$ cat src/rtl/gb_pkg.sv
// Shared constants, sizing helpers and read-tag pieces for the ghostbus router.
package gb_pkg;

  localparam int GB_CNT_W = 16;
  // Four select bits cover the local source plus up to 15 child channels.
  localparam int GB_SEL_W = 4;

  typedef logic [GB_SEL_W-1:0] gb_sel_t;

  function automatic int gb_win_w(input int aw, input int ch_aw);
    return aw - ch_aw;
  endfunction

  function automatic int gb_sel_w(input int nch);
    return $clog2(nch + 1);
  endfunction

  function automatic int gb_stat_off(input int nloc);
    return nloc;
  endfunction

endpackage

$ cat src/rtl/gb_rd_pipe.sv
// Fixed-depth delay line for read tags; a synchronous clear drops everything in flight.
module gb_rd_pipe #(
  parameter int  DEPTH = 10,
  parameter type tag_t = logic
) (
  input  logic clk,
  input  logic clr,
  input  tag_t din,
  output tag_t dout
);

  tag_t pipe_q [DEPTH];
  tag_t pipe_d [DEPTH];

  always_comb begin
    pipe_d[0] = din;
    for (int i = 1; i < DEPTH; i++) begin
      pipe_d[i] = pipe_q[i-1];
    end
  end

  always_ff @(posedge clk) begin
    if (clr) begin
      for (int i = 0; i < DEPTH; i++) begin
        pipe_q[i] <= '0;
      end
    end else begin
      for (int i = 0; i < DEPTH; i++) begin
        pipe_q[i] <= pipe_d[i];
      end
    end
  end

  assign dout = pipe_q[DEPTH-1];

endmodule

$ cat src/rtl/gb_router.sv
// Ghostbus router: decodes host accesses into child windows, local registers and a
// saturating unmapped-access counter, returning every read after exactly RD+2 cycles.
module gb_router
  import gb_pkg::*;
#(
  parameter int                 AW       = 24,
  parameter int                 DW       = 32,
  parameter int                 CH_AW    = 8,
  parameter int                 NCH      = 2,
  parameter int                 NLOC     = 4,
  parameter int                 RD       = 8,
  parameter logic [NLOC*DW-1:0] LOC_INIT = '0
) (
  input  logic                gb_clk,
  input  logic                gb_rst,
  input  logic [AW-1:0]       gb_addr,
  input  logic [DW-1:0]       gb_wdata,
  input  logic                gb_wen,
  input  logic                gb_rstb,
  output logic [DW-1:0]       gb_rdata,
  output logic                gb_rvalid,
  output logic [CH_AW-1:0]    ch_addr,
  output logic [DW-1:0]       ch_wdata,
  output logic [NCH-1:0]      ch_wen,
  output logic [NCH-1:0]      ch_rstb,
  input  logic [NCH*DW-1:0]   ch_rdata,
  output logic [NLOC*DW-1:0]  loc_regs
);

  localparam int WW       = gb_win_w(AW, CH_AW);
  localparam int LAT      = RD + 2;
  localparam int STAT_OFF = gb_stat_off(NLOC);

  if (WW < gb_sel_w(NCH)) begin : g_bad_win
    $error("gb_router: AW-CH_AW too narrow to index NCH child windows");
  end
  if (NCH < 1 || NCH > 15) begin : g_bad_nch
    $error("gb_router: NCH must be in 1..15");
  end

  typedef struct packed {
    logic          valid;
    gb_sel_t       sel;
    logic [DW-1:0] snap;
  } rd_tag_t;

  logic [WW-1:0]    win;
  logic [CH_AW-1:0] off;
  logic             is_loc, is_stat, is_ch, unmapped;

  logic [DW-1:0]       loc_q [NLOC];
  logic [DW-1:0]       loc_d [NLOC];
  logic [GB_CNT_W-1:0] cnt_q, cnt_d;
  logic [NCH-1:0]      ch_wen_q, ch_wen_d;
  logic [NCH-1:0]      ch_rstb_q, ch_rstb_d;
  logic [CH_AW-1:0]    ch_addr_q, ch_addr_d;
  logic [DW-1:0]       ch_wdata_q, ch_wdata_d;
  logic [NCH*DW-1:0]   ch_rdata_q;
  logic [DW-1:0]       snap_loc;
  rd_tag_t             tag_in, tag_out;

  assign win      = gb_addr[AW-1:CH_AW];
  assign off      = gb_addr[CH_AW-1:0];
  assign is_loc   = (win == '0) && (off < CH_AW'(NLOC));
  assign is_stat  = (win == '0) && (off == CH_AW'(STAT_OFF));
  assign is_ch    = (win != '0) && (win <= WW'(NCH));
  assign unmapped = !(is_loc || is_stat || is_ch);

  always_comb begin
    loc_d    = loc_q;
    snap_loc = '0;
    for (int i = 0; i < NLOC; i++) begin
      if (off == CH_AW'(i)) begin
        snap_loc = loc_q[i];
        if (gb_wen && is_loc) loc_d[i] = gb_wdata;
      end
    end

    // A combined write+read to one unmapped address counts as a single access.
    cnt_d = cnt_q;
    if ((gb_wen || gb_rstb) && unmapped && (cnt_q != '1)) cnt_d = cnt_q + 1'b1;

    ch_wen_d  = '0;
    ch_rstb_d = '0;
    for (int k = 0; k < NCH; k++) begin
      ch_wen_d[k]  = gb_wen  && is_ch && (win == WW'(k + 1));
      ch_rstb_d[k] = gb_rstb && is_ch && (win == WW'(k + 1));
    end

    ch_addr_d  = ch_addr_q;
    ch_wdata_d = ch_wdata_q;
    if ((gb_wen || gb_rstb) && is_ch) ch_addr_d = off;
    if (gb_wen && is_ch) ch_wdata_d = gb_wdata;

    tag_in.valid = gb_rstb;
    tag_in.sel   = is_ch ? GB_SEL_W'(win) : '0;
    if (is_loc)       tag_in.snap = snap_loc;
    else if (is_stat) tag_in.snap = DW'(cnt_q);
    else              tag_in.snap = '0;
  end

  always_ff @(posedge gb_clk) begin
    if (gb_rst) begin
      for (int i = 0; i < NLOC; i++) loc_q[i] <= LOC_INIT[i*DW +: DW];
      cnt_q      <= '0;
      ch_wen_q   <= '0;
      ch_rstb_q  <= '0;
      ch_addr_q  <= '0;
      ch_wdata_q <= '0;
      ch_rdata_q <= '0;
    end else begin
      loc_q      <= loc_d;
      cnt_q      <= cnt_d;
      ch_wen_q   <= ch_wen_d;
      ch_rstb_q  <= ch_rstb_d;
      ch_addr_q  <= ch_addr_d;
      ch_wdata_q <= ch_wdata_d;
      ch_rdata_q <= ch_rdata;
    end
  end

  gb_rd_pipe #(
    .DEPTH (LAT),
    .tag_t (rd_tag_t)
  ) u_rd_pipe (
    .clk  (gb_clk),
    .clr  (gb_rst),
    .din  (tag_in),
    .dout (tag_out)
  );

  // Child data captured in the cycle before the tag leaves the pipe lines up with it here.
  always_comb begin
    gb_rdata = '0;
    if (tag_out.valid) begin
      if (tag_out.sel == '0) gb_rdata = tag_out.snap;
      for (int k = 0; k < NCH; k++) begin
        if (tag_out.sel == GB_SEL_W'(k + 1)) gb_rdata = ch_rdata_q[k*DW +: DW];
      end
    end
  end

  always_comb begin
    loc_regs = '0;
    for (int i = 0; i < NLOC; i++) loc_regs[i*DW +: DW] = loc_q[i];
  end

  assign gb_rvalid = tag_out.valid;
  assign ch_wen    = ch_wen_q;
  assign ch_rstb   = ch_rstb_q;
  assign ch_addr   = ch_addr_q;
  assign ch_wdata  = ch_wdata_q;

endmodule

$ cat config.mk
export PLATFORM = sky130hd
export DESIGN_NAME = gb_router
export DESIGN_NICKNAME = d
export VERILOG_FILES = /design/src/rtl/gb_pkg.sv /design/src/rtl/gb_rd_pipe.sv /design/src/rtl/gb_router.sv
export SDC_FILE = /design/constraint.sdc
export NUM_CORES = 1
export LEC_CHECK = 0
export ABC_AREA = 0
export BUFFER_PORTS_ARGS = -buffer_cell sky130_fd_sc_hd__clkbuf_2
export CORE_ASPECT_RATIO = 0.9
export CORE_MARGIN = 10
export CORE_UTILIZATION = 29
export CTS_BUF_LIST = sky130_fd_sc_hd__clkbuf_16
export DETAILED_ROUTE_END_ITERATION = 8
export SKIP_CTS_REPAIR_TIMING = 1
export SYNTH_ARGS = -nofsm -noshare
export SYNTH_HDL_FRONTEND = slang
export SYNTH_HIERARCHICAL = 1
export SYNTH_SLANG_ARGS = --single-unit
$ cat constraint.sdc
create_clock -name gb_clk -period 1.84 [get_ports gb_clk]
set_input_delay 0.276 -clock gb_clk [delete_from_list [all_inputs] [get_ports gb_clk]]
set_output_delay 0.276 -clock gb_clk [all_outputs]
set_load 0.1 [all_outputs]
==> results.ini <==
[setup_path]
worstPathCellList = nor4b_4 -> buf_4 -> clkbuf_16 -> a22oi_2 -> a21boi_4 -> buf_12
reg2reg_depth = 5
required_ns = 1.56
worstSetupEndpointType = output port
crit_path_start_kind = flop
r2r_start = cnt_q[3]
critPathKind = reg -> out
slowest_stage = dfxtp_2
cp.arrival_ns = 2.15
cp_slowest_stage_delay_ns = 0.35
cp_max_fo = 8
reg2reg_slack_ns = 0.04
worstReg2RegEnd = cnt_q[9]

[floorplanning]
ioPinCount = 329
die_y_um = 272.7
die_area_sq_um = 82040
dieWidth_um = 300.8
num_rows = 92
coreArea_sq_um = 70220
initial_utilization_pct = 29.31

[power_and_ir_drop]
total_power_mw = 26.23
p_switching_mw = 5.715
comb_power_share_pct = 3.4
power.density_nw_per_um2 = 943.8
power.share.switching_pct = 21.78
p_int_mw = 20.52
p_leak_nw = 10.66
power_frac_seq_pct = 51.8
vdd.ir_drop.worst_mv = 0.7803
clock_power_share_pct = 44.7

[timing]
tightest_slew_ns = 0.6206
period_needed_ns = 2.424
skew_ns = 0.02387
hold_ws_ns = 0.02032
rsz0062_at_grt = yes
hold_viol_final = 0
setup_tns_ns = -16.87
timing.final.ws_setup_ns = -0.5844
fin_crit_sh_pct = 131.8
drv_slew = 0
finalSetupViolCount = 32
relSlewSlack_pct = 58.80
max_freq_mhz = 412.5

[layout]
synthToLayoutAreaGrowth_pct = 35.04
fillers = 6835
n_antenna_cell = 0
postLayoutCellArea_sq_um = 27790
fin_nets = 2644
multiInputGateArea_sq_um = 7946
drive_gt1_share_pct = 25.28
ff_latch_area_sq_um = 12470

[yosys]
synth_area_leaders = dfxtp_1, nor2b_1, nand2_1
syn_area_sq_um = 20580
synth.top_cell.area_share_pct = 60.50
dominantRegCellSynth = dfxtp_1
yosys_warnings = 6
avgSynthCellArea_sq_um = 9.948
synthCells = 2069
synth-seq-area-share_pct = 60.50
synth_cell_types = 51
synth_edf_count = 0
synth_most_common_cell = dfxtp_1
synth-seq-cells = 622
ys_top_cells_by_count = dfxtp_1, nor2b_1, nand2_1
synth_top_cell_by_area = dfxtp_1
postSynth.asyncResetShare_pct = 0

[routing]
top_layer = met5
wl_um = 57490
met2_wirelength_um = 25430
drt-wirelength-per-cell_um = 16.43
vias_per_cell = 4.334
wl_met3_um = 5838
drc = 0
drtAntennaViolNets = 0
wl_met1_um = 25050
drt-pass1-iter-count = 5
initialDrtViolationCount = 873
dr_total_vias = 15170

[cts]
cts_htree_levels = 2
cts_tree = done
clkLatencyLatePin_ns = 0.62
clock-sinks = 622
cts_buffer_depth = 3
clockRootBuffer = clkbuf_16
clk_pin_slew_worst_paths_ns = 0.06
cts-buffers-inserted = 61

[grt]
grt_usage_pct = 12.82
grt_pass1_wl_um = 85790
grt_max_degree = 96
grt_antenna_before_repair = 1
grt_pass1_vias = 14720
grt-ovfl-total = 0

[min_path]
hold_path_end = loc_regs[9]
worstHoldStart = gb_wdata[9]
hold_path_class = in -> reg
hold-path-cell-count = 3

[run_status]
outcome = finished with violations
violations = negative setup slack

[run]
maxCapViolations = 0

[placed_design]
portBuffers = 328
dpl-instance-area_sq_um = 24580
hpwl_um = 38700
gp_congestion = 0.8587

-- through the flow --
step	util [%]	setup WS [ns]	std cells
2_1_floorplan	-	-0.1535	2070
3_3_place_gp	35.01	-0.5366	3282
3_5_place_dp	35.01	-0.5642	3282
4_1_cts	37.67	-0.6235	3385
5_1_grt	39.58	-0.6634	3499
6_report	39.58	-0.5844	3499
-- kinds of logic (layout without fill, tap and decap cells) --
logic type / Yosys count / count (layout) / share of synthesized area (%)
AND/OR/NAND/NOR: 945 / 945 / 23.59
flip-flops: 622 / 622 / 60.50
AO/OA/AOI/OAI: 302 / 302 / 8.730
buffers and inverters: 145 / 634 / 4.371
multiplexers: 50 / 50 / 2.608
XOR/XNOR: 3 / 3 / 0.1277
adder cells (fa/ha/maj): 1 / 1 / 0.06078
other: 1 / 2 / 0.01822
-- registers in the layout, indices dropped and copies added, names as in the netlist --
register          flops
cnt_q                16
loc_regs            128
ch_wen                2
u_rd_pipe/pipe_q    370
ch_addr               8
ch_rdata_q           64
ch_wdata             32
ch_rstb               2
-- layout make-up --
| class | instances | area share (%) |
|---|---|---|
| flip-flops and latches | 622 | 44.86 |
| multi-input cells | 1303 | 28.59 |
| repair buffers | 527 | 15.55 |
| clock buffers | 61 | 5.492 |
| well taps | 940 | 4.232 |
| clock inverters | 42 | 1.220 |
| inverters | 4 | 0.05402 |
-- routing by layer --
metal	up-vias	global-route usage, %
met4	2	3.312
met5	-	0
met1	6951	16.48
li1	7591	-
met2	527	19.44
met3	94	5.556
-- worst max path at each step --
stage | depth (start not counted) | from | slack, ns | endpoint
2_1_floorplan | 8 | gb_addr[3] | -0.15 | loc_regs[10]
3_3_place_gp | 10 | gb_addr[3] | -0.54 | u_rd_pipe/pipe_q[0][10]
3_5_place_dp | 9 | gb_addr[3] | -0.56 | loc_regs[88]
4_1_cts | 5 | u_rd_pipe/pipe_q[9][33] | -0.62 | gb_rdata[0]
5_1_grt | 6 | u_rd_pipe/pipe_q[9][33] | -0.66 | gb_rdata[26]
6_report | 6 | u_rd_pipe/pipe_q[9][33] | -0.58 | gb_rdata[26]
-- power by group through the flow --
stage	Combinational (mW)	Sequential, mW	Clock (mW)
after floorplan	0.415	13.9	0
after global placement	0.691	13.9	0
after detailed placement	0.706	13.9	0
after CTS	0.711	13.6	12.1
after global routing	0.973	13.6	12.7
final	0.895	13.6	11.7
-- worst max-delay path: cells and delay by family (launching register included) --
kind,cells,cell delay (ns)
AND/OR/NAND/NOR,1,0.34
AO/OA/AOI/OAI,2,0.27
flip-flops,1,0.35
buffers and inverters,3,0.58
-- placed cells by master (no fill, tap or decap), types with 32 or more instances in the layout --
cell,netlist,layout
nor2_1,47,44
nand2_1,382,376
a21oi_1,172,171
buf_12,0,58
clkbuf_16,0,66
dfxtp_1,622,613
a21boi_4,0,32
buf_4,11,67
nor2b_1,452,451
dlygate4sd3_1,0,98
clkbuf_2,0,272
Note: power is estimated with default switching activity, not from simulation.
